[config.mk]
export PLATFORM = sky130hd
export DESIGN_NAME = bitwise_unit_arbiter
export DESIGN_NICKNAME = d
export VERILOG_FILES = /design/src/rtl/bitwise_pkg.sv /design/src/rtl/bitwise_logic_unit.sv /design/src/rtl/bitwise_unit_arbiter.sv
export SDC_FILE = /design/constraint.sdc
export NUM_CORES = 1
export LEC_CHECK = 0
export CORE_MARGIN = 4
export CORE_UTILIZATION = 40
export DETAILED_ROUTE_END_ITERATION = 6
export PLACE_DENSITY = 0.76
export SKIP_LAST_GASP = 1
export SYNTH_ARGS = -nofsm -noshare
export SYNTH_HDL_FRONTEND = slang
export SYNTH_SLANG_ARGS = --single-unit
[constraint.sdc]
create_clock -name clk -period 2.65 [get_ports clk]
set_clock_uncertainty 0.15 [all_clocks]
set_input_delay 0.53 -clock clk [delete_from_list [all_inputs] [get_ports clk]]
set_output_delay 0.53 -clock clk [all_outputs]
set_load 0.05 [all_outputs]
[src/rtl/bitwise_pkg.sv]
// bitwise_pkg: op codes and FSM state encodings shared by the bitwise arbiter slice.
package bitwise_pkg;
    localparam logic [1:0] OP_AND  = 2'd0;
    localparam logic [1:0] OP_OR   = 2'd1;
    localparam logic [1:0] OP_XOR  = 2'd2;
    localparam logic [1:0] OP_NOR  = 2'd3;
    localparam logic [1:0] ST_IDLE = 2'd0;
    localparam logic [1:0] ST_EXEC = 2'd1;
    localparam logic [1:0] ST_RESP = 2'd2;
endpackage

[src/rtl/bitwise_logic_unit.sv]
// bitwise_logic_unit: combinational AND/OR/XOR/NOR over full operand width.
module bitwise_logic_unit
    import bitwise_pkg::*;
#(
    parameter int WIDTH = 32
) (
    input  logic [WIDTH-1:0] x,
    input  logic [WIDTH-1:0] y,
    input  logic [1:0]       op,
    output logic [WIDTH-1:0] z
);
    always_comb z = op == OP_AND ? x & y :
                    op == OP_OR  ? x | y :
                    op == OP_XOR ? x ^ y : ~(x | y);
endmodule

[src/rtl/bitwise_unit_arbiter.sv]
// bitwise_unit_arbiter: round-robin sharing of one bitwise logic unit among NUM_REQ requesters,
// with a registered, ID-tagged result held until the consumer takes it.
module bitwise_unit_arbiter
    import bitwise_pkg::*;
#(
    parameter int WIDTH   = 32,
    parameter int NUM_REQ = 4,
    parameter int ID_W    = 2
) (
    input  logic                     clk,
    input  logic                     rst_n,
    input  logic [NUM_REQ-1:0]       req_valid,
    output logic [NUM_REQ-1:0]       req_ready,
    input  logic [2*NUM_REQ-1:0]     req_op,
    input  logic [WIDTH*NUM_REQ-1:0] req_x,
    input  logic [WIDTH*NUM_REQ-1:0] req_y,
    output logic                     rsp_valid,
    input  logic                     rsp_ready,
    output logic [ID_W-1:0]          rsp_id,
    output logic [WIDTH-1:0]         rsp_z,
    output logic                     busy
);
    logic [1:0]       state;
    logic [ID_W-1:0]  rr_ptr, gnt, id_r;
    logic [ID_W:0]    cand;
    logic             found;
    logic [1:0]       op_r;
    logic [WIDTH-1:0] x_r, y_r, z;

    // First valid index at or above rr_ptr, wrapping past NUM_REQ-1.
    always_comb begin
        gnt   = '0;
        found = 1'b0;
        cand  = '0;
        for (int k = 0; k < NUM_REQ; k++) begin
            cand = {1'b0, rr_ptr} + (ID_W+1)'(k);
            cand = cand >= (ID_W+1)'(NUM_REQ) ? cand - (ID_W+1)'(NUM_REQ) : cand;
            if (!found && req_valid[cand[ID_W-1:0]]) begin
                found = 1'b1;
                gnt   = cand[ID_W-1:0];
            end
        end
    end

    always_comb begin
        req_ready = '0;
        if (rst_n && state == ST_IDLE && found) req_ready[gnt] = 1'b1;
    end

    assign busy = state != ST_IDLE;

    bitwise_logic_unit #(.WIDTH(WIDTH)) u_unit (
        .x  (x_r),
        .y  (y_r),
        .op (op_r),
        .z  (z)
    );

    always_ff @(posedge clk or negedge rst_n) begin
        if (!rst_n) begin
            state     <= ST_IDLE;
            rr_ptr    <= '0;
            id_r      <= '0;
            op_r      <= '0;
            x_r       <= '0;
            y_r       <= '0;
            rsp_valid <= 1'b0;
            rsp_id    <= '0;
            rsp_z     <= '0;
        end else begin
            case (state)
                ST_IDLE: if (found) begin
                    op_r   <= req_op[2*gnt +: 2];
                    x_r    <= req_x[WIDTH*gnt +: WIDTH];
                    y_r    <= req_y[WIDTH*gnt +: WIDTH];
                    id_r   <= gnt;
                    rr_ptr <= gnt == ID_W'(NUM_REQ-1) ? '0 : gnt + 1'b1;
                    state  <= ST_EXEC;
                end
                ST_EXEC: begin
                    rsp_z     <= z;
                    rsp_id    <= id_r;
                    rsp_valid <= 1'b1;
                    state     <= ST_RESP;
                end
                ST_RESP: if (rsp_ready) begin
                    rsp_valid <= 1'b0;
                    state     <= ST_IDLE;
                end
                default: state <= ST_IDLE;
            endcase
        end
    end
endmodule
* Word level (Yosys, flattened, before mapping)
Cells that the tools add are included.
** Storage, ports and cells
- Logic and storage cells :: 89
- Bits of input ports :: 271
- Register bits :: 107
- Output and inout port bits :: 40
** Operators by class
- $lt $le $gt $ge :: 10
- Multiplexer cells :: 32
- Add/sub/neg operators :: 8
- Equality and inequality tests :: 7
- Reduce and logical (&&, ||, !) cells :: 16
- Shift operators :: 3
- Bitwise operators :: 4
** Operators with widths (count)
- variable part select 128 x 8 -> 32 bit :: 2
- 2-to-1 mux 32 bit :: 3
- AND 32 bit :: 1
- NOT 32 bit :: 1
- bitwise OR 32 bit :: 1
- XOR 32 bit :: 1
- 2-to-1 mux 2 bit :: 11
- < comparator 2 x 3 -> 1 bit (second input constant) :: 5
- 2-to-1 mux 1 bit :: 10
- greater-or-equal comparator 3 bit (second input constant) :: 3
- binary-select mux 1 bit (select 2 bit) :: 4
- variable part select 8 x 4 -> 2 bit :: 1
- subtractor 2 x 1 -> 2 bit (second input constant) :: 4
- adder 2 x 2 -> 3 bit (second input constant) :: 2
- == test 2 bit (second input constant) :: 3
- logical AND 1 bit :: 6
- one-hot mux 2 bit (3 select lines) :: 1
- AND reduction 2 bit :: 3
- == test 2 x 1 -> 1 bit (second input constant) :: 2
- logical NOT 2 bit :: 2
- 2-to-1 mux 4 bit :: 1
- != test 2 bit (second input constant) :: 2
- nonzero test 2 bit :: 2
- adder 2 x 1 -> 3 bit (second input constant) :: 1
- 6 further kinds :: 8

* Depth between registers and ports, before layout
- Depth after elaboration :: 19
- Depth in mapped cells :: 9

* Modules after synthesis
Synthesis repeated with hierarchy kept, for this count alone.
** Second synthesis, totals
- Cell total of the unflattened synthesis :: 803
- Area, all modules :: 8134.1 µm²
** Modules (own cells, without submodules)
- bitwise_unit_arbiter :: cells each 571, area each 5744.3 µm², times used 1
- bitwise_logic_unit :: cells each 232, area each 2389.8 µm², times used 1

* Least setup slack after synthesis
OpenSTA, ideal clock, no wires.
- Path kind :: reg2out
- From :: register state[0]
- To :: output req_ready[2]
- Stages on the path, launching flop included :: 8
- Path slack :: -238 ps
- Path buffers :: 2
- Data arrival time :: 2208 ps
- Data required time :: 1970 ps
- Cells stage by stage :: dfrtp_1 > or2_2 > or2_1 > buf_4 > inv_4 > buf_2 > nand3_1 > nor2_1
** Between the ends
- Cells in the longest elaborated chain, start to end :: 4
** Ends and longest elaborated chain
- start: declaration :: line bitwise_unit_arbiter.sv:23 : logic [1:0] state;
- start signal: assignment :: line bitwise_unit_arbiter.sv:61 : state <= ST_IDLE;
- start signal: assignment :: line bitwise_unit_arbiter.sv:78 : state <= ST_EXEC;
- start signal: assignment :: line bitwise_unit_arbiter.sv:84 : state <= ST_RESP;
- logical NOT 2 bit :: line bitwise_unit_arbiter.sv:47 : if (rst_n && state == ST_IDLE && found) req_ready[gnt] = 1'b1;
- logical AND 1 bit (2 in series) :: line bitwise_unit_arbiter.sv:47
- 2-to-1 mux 4 bit :: line bitwise_unit_arbiter.sv:47
- end: declaration :: line bitwise_unit_arbiter.sv:13 : output logic [NUM_REQ-1:0] req_ready,
No other way between the ends.

* Worst setup path after layout
Same ends and word-level chain as after synthesis.

==> results.txt <==
Critical path cell sequence: or2_4, or2_2, inv_4, nand3_1, nor2_4, buf_12
Met1 track demand over resource in global routing: 0.277
Switching power share of the total: 0.460
Cell class contributing the biggest share of worst-path delay: simple AND/OR/NAND/NOR gates
HPWL after detailed placement: 18.2 mm
Clock power frac: 0.129
DRC violation total after the first TritonRoute iteration: 360
Synth Cell Area: 7460 um2
Chip width: 145 um
Register area share after synthesis: 0.359
# Max-Cap Violations: 0
Remaining global-route overflow: 0
Final wirelength: 24.4 mm
Routing usage on met3: 0.0344
Clock input transition at the sequential cells of the worst setup and hold paths: 70 ps
CTS tree: yes
GR peak layer: met2
Detailed-router iteration count before antenna repair: 4
Most common cell after layout, fill and taps aside: sky130_fd_sc_hd__clkdlybuf4s50_1
Commonest cells after routing, fill and taps aside: 301 x sky130_fd_sc_hd__clkdlybuf4s50_1, 103 x sky130_fd_sc_hd__dfrtp_1, 101 x sky130_fd_sc_hd__nor2_1
Max clock buf depth: 2
Internal power summed over all cells: 6870 uW
Final layout net count: 1475
Worst slew margin relative to its limit: 0.370
Static leakage: 0.00523 uW
Yosys warnings: 0
Clock period minus final worst setup slack: 2580 ps
Max H-tree Level: 3
Crit Path Max Fanout: 7
Effective utilization at floorplan: 0.411
Worst hold path type: reg2reg
Run status: finished, final reports clean
RD Place Congestion: 0.802
Maximum vdd drop: 0.000496 V
Cell at the root of the clock tree: sky130_fd_sc_hd__clkbuf_16
Largest stage delay, worst path: 380 ps
Final Hold Slack: 325 ps
Endpoint class of the critical path: primary output
Power dissipated by switching net loads: 5860 uW
FF+latch count, synth: 107
Final non-filler cell area: 11400 um2
Port Buffer Count: 310
Worst setup slack after placement: -329 ps
Fill count: 1564
Standard-cell rows: 49
Fmax: 388 MHz
Number of nets with antenna violations after routing: 0
Setup ws final: 69.7 ps
Antenna violations before repair: 0
Part of the total power dissipated in sequential elements: 0.261
DP Area: 10900 um2
Die Y: 145 um
Number of hold-slack violations in the final timing report: 0
Worst Path Required: 1970 ps
Slew Limit Fails: 0
Global-route wire length before repair: 36.4 mm
Total vias in the final route: 7401
Number of global-route vias before repair: 7136
Final setup violation count: 0
Met2 Resource Use GR: 0.392
Floorplan Core Area: 18100 um2
Layout-stage area growth over the synthesis result: 52.5%
WL/cell: 17.8 um
Vias per std cell: 5.39
Largest net degree at the start of global routing: 97
Num ports: 311
Post-Syn Instances: 845
Latest clock arrival within the worst-skew pair: 350 ps
Die footprint: 20900 um2
Final core utilization: 0.627
RSZ-0062 raised after global routing: true
Num CTS Buffers: 9
Count of distinct cell types in the synthesized netlist: 36
Post-Synthesis Net Count: 1181
Area of all sequential standard cells: 2680 um2
Multi-input combinational cell area: 4250 um2
Crit path max-delay cell type: sky130_fd_sc_hd__dfrtp_1
Type of the setup path with the least slack: reg2out
Power density over cell area: 1120 nW/um2
Total clock sinks: 107
Element type at the critical path start: flip-flop
Total global-route track usage: 0.222
Mean post-synth cell area: 8.83 um2
Diode insertion count for antenna repair: 0
Portion of total power attributed to combinational logic: 0.610
Worst-margin pin slew: 945 ps
Tcrit/Tclk final: 0.974
Final routed DRC violation total: 0
Share of post-route cells with drive strength above 1: 0.0735
CP bufs+invs: 2
Crit path arrival time: 1900 ps
==> cell families (layout without fill, tap and decap cells) <==
| group | after synthesis | in the layout | synth area share |
|---|---|---|---|
| AND/OR/NAND/NOR | 263 | 263 | 0.159 |
| AO/OA/AOI/OAI | 209 | 209 | 0.204 |
| multiplexers | 66 | 66 | 0.0885 |
| adder cells (fa/ha/maj) | 65 | 65 | 0.109 |
| buffers and inverters | 135 | 433 | 0.0801 |
| flip-flops | 107 | 107 | 0.359 |
==> stage by stage <==
step                      instances  total power [uW]  setup TNS, ps
after global routing           1372             13800          -24.3
after global placement         1350             10800          -4260
final                          1372             12700              0
after detailed placement       1350             11000          -4710
after floorplan                 845              8440          -24.4
after CTS                      1369             12800              0
==> area by class of cell <==
class                           count  share of cell area
Clock buffer                       10              0.0210
Clock inverter                      5              0.0110
Inverter                           67              0.0223
Multi-Input combinational cell    603               0.374
Sequential cell                   107               0.236
Tap cell                          229              0.0252
Timing Repair Buffer              351               0.311
==> final timing paths <==
| check | end | cells past startpoint | slack [ps] | from |
|---|---|---|---|---|
| worst max register to register | y_r[28] | 6 | 470 | state[0] |
| worst min-delay path | rsp_z[25] | 2 | 330 | rsp_z[25] |
| worst max-delay path | req_ready[2] | 6 | 70 | state[0] |
| min in group asynchronous | x_r[0] | 2 | 470 | rst_n |
| worst min register to register | rsp_z[25] | 2 | 330 | rsp_z[25] |
| max in group asynchronous | rr_ptr[1] | 3 | 1040 | rst_n |
==> flip-flops by register name (all words and copies together), names as in the netlist <==
signal     cells
rsp_z         32
x_r           32
y_r           32
id_r           2
op_r           2
rr_ptr         2
rsp_id         2
state          2
rsp_valid      1
==> power by group through the flow <==
| stage | Clock, uW | Sequential [uW] | Combinational, uW |
|---|---|---|---|
| finish | 1640 | 3320 | 7760 |
| global route | 1730 | 3450 | 8600 |
| CTS | 1680 | 3320 | 7780 |
| detailed placement | 0 | 3360 | 7660 |
| global placement | 0 | 3300 | 7460 |
| floorplan | 0 | 3930 | 4520 |
==> tightest hold or removal path: stages (launching register included) <==
cell                      delay, ps
sky130_fd_sc_hd__dfrtp_1        340
sky130_fd_sc_hd__nand2_1         50
sky130_fd_sc_hd__nand2_1         50
==> synthesized netlist by cell type <==
library cell,n,area share
sky130_fd_sc_hd__dfrtp_1,107,0.36
sky130_fd_sc_hd__nor2_1,102,0.051
sky130_fd_sc_hd__nand2_1,80,0.040
sky130_fd_sc_hd__nor2b_1,69,0.058
sky130_fd_sc_hd__a221oi_1,66,0.077
sky130_fd_sc_hd__mux2i_1,66,0.089
sky130_fd_sc_hd__o22ai_1,66,0.055
sky130_fd_sc_hd__ha_1,65,0.11
sky130_fd_sc_hd__inv_1,65,0.033
sky130_fd_sc_hd__o21ai_0,34,0.023
sky130_fd_sc_hd__o311ai_0,32,0.038
sky130_fd_sc_hd__clkbuf_1,31,0.016
sky130_fd_sc_hd__buf_2,26,0.017
sky130_fd_sc_hd__buf_6,6,0.0091
sky130_fd_sc_hd__a21oi_1,3,0.0020
sky130_fd_sc_hd__and3_1,3,0.0025
sky130_fd_sc_hd__buf_4,3,0.0030
sky130_fd_sc_hd__buf_1,2,0.0010
sky130_fd_sc_hd__nand2b_1,2,0.0017
sky130_fd_sc_hd__a21boi_0,1,0.0010
sky130_fd_sc_hd__a21o_1,1,0.0010
sky130_fd_sc_hd__inv_2,1,0.00050
sky130_fd_sc_hd__inv_4,1,0.00084
sky130_fd_sc_hd__nand2_2,1,0.00084
sky130_fd_sc_hd__nand3_1,1,0.00067
sky130_fd_sc_hd__nor3_1,1,0.00067
sky130_fd_sc_hd__nor3b_1,1,0.0010
sky130_fd_sc_hd__o211a_1,1,0.0013
sky130_fd_sc_hd__o21ai_1,1,0.00067
sky130_fd_sc_hd__o22a_1,1,0.0012
sky130_fd_sc_hd__o22ai_2,1,0.0017
sky130_fd_sc_hd__o311ai_1,1,0.0012
sky130_fd_sc_hd__o31ai_1,1,0.0010
sky130_fd_sc_hd__or2_1,1,0.00084
sky130_fd_sc_hd__or2_2,1,0.00084
sky130_fd_sc_hd__or3_1,1,0.00084
==> per-layer routing <==
layer  part of all wire  wire length, um
met4              0.022              536
met3              0.062             1510
met2               0.50            12200
met1               0.42            10200
met5                  0                0
==> timing repair <==
item / 4_1_cts / 5_1_grt
hold buffers: 1 / 0
endpoints found under the setup margin: 4 / 2
buffers inserted: 3 / 3
gates resized for setup: 12 / 8
endpoints found under the hold margin: 13 / 0
pin swaps: 3 / 5
gates cloned: 0 / 0
(Power assumes the default switching activity.)
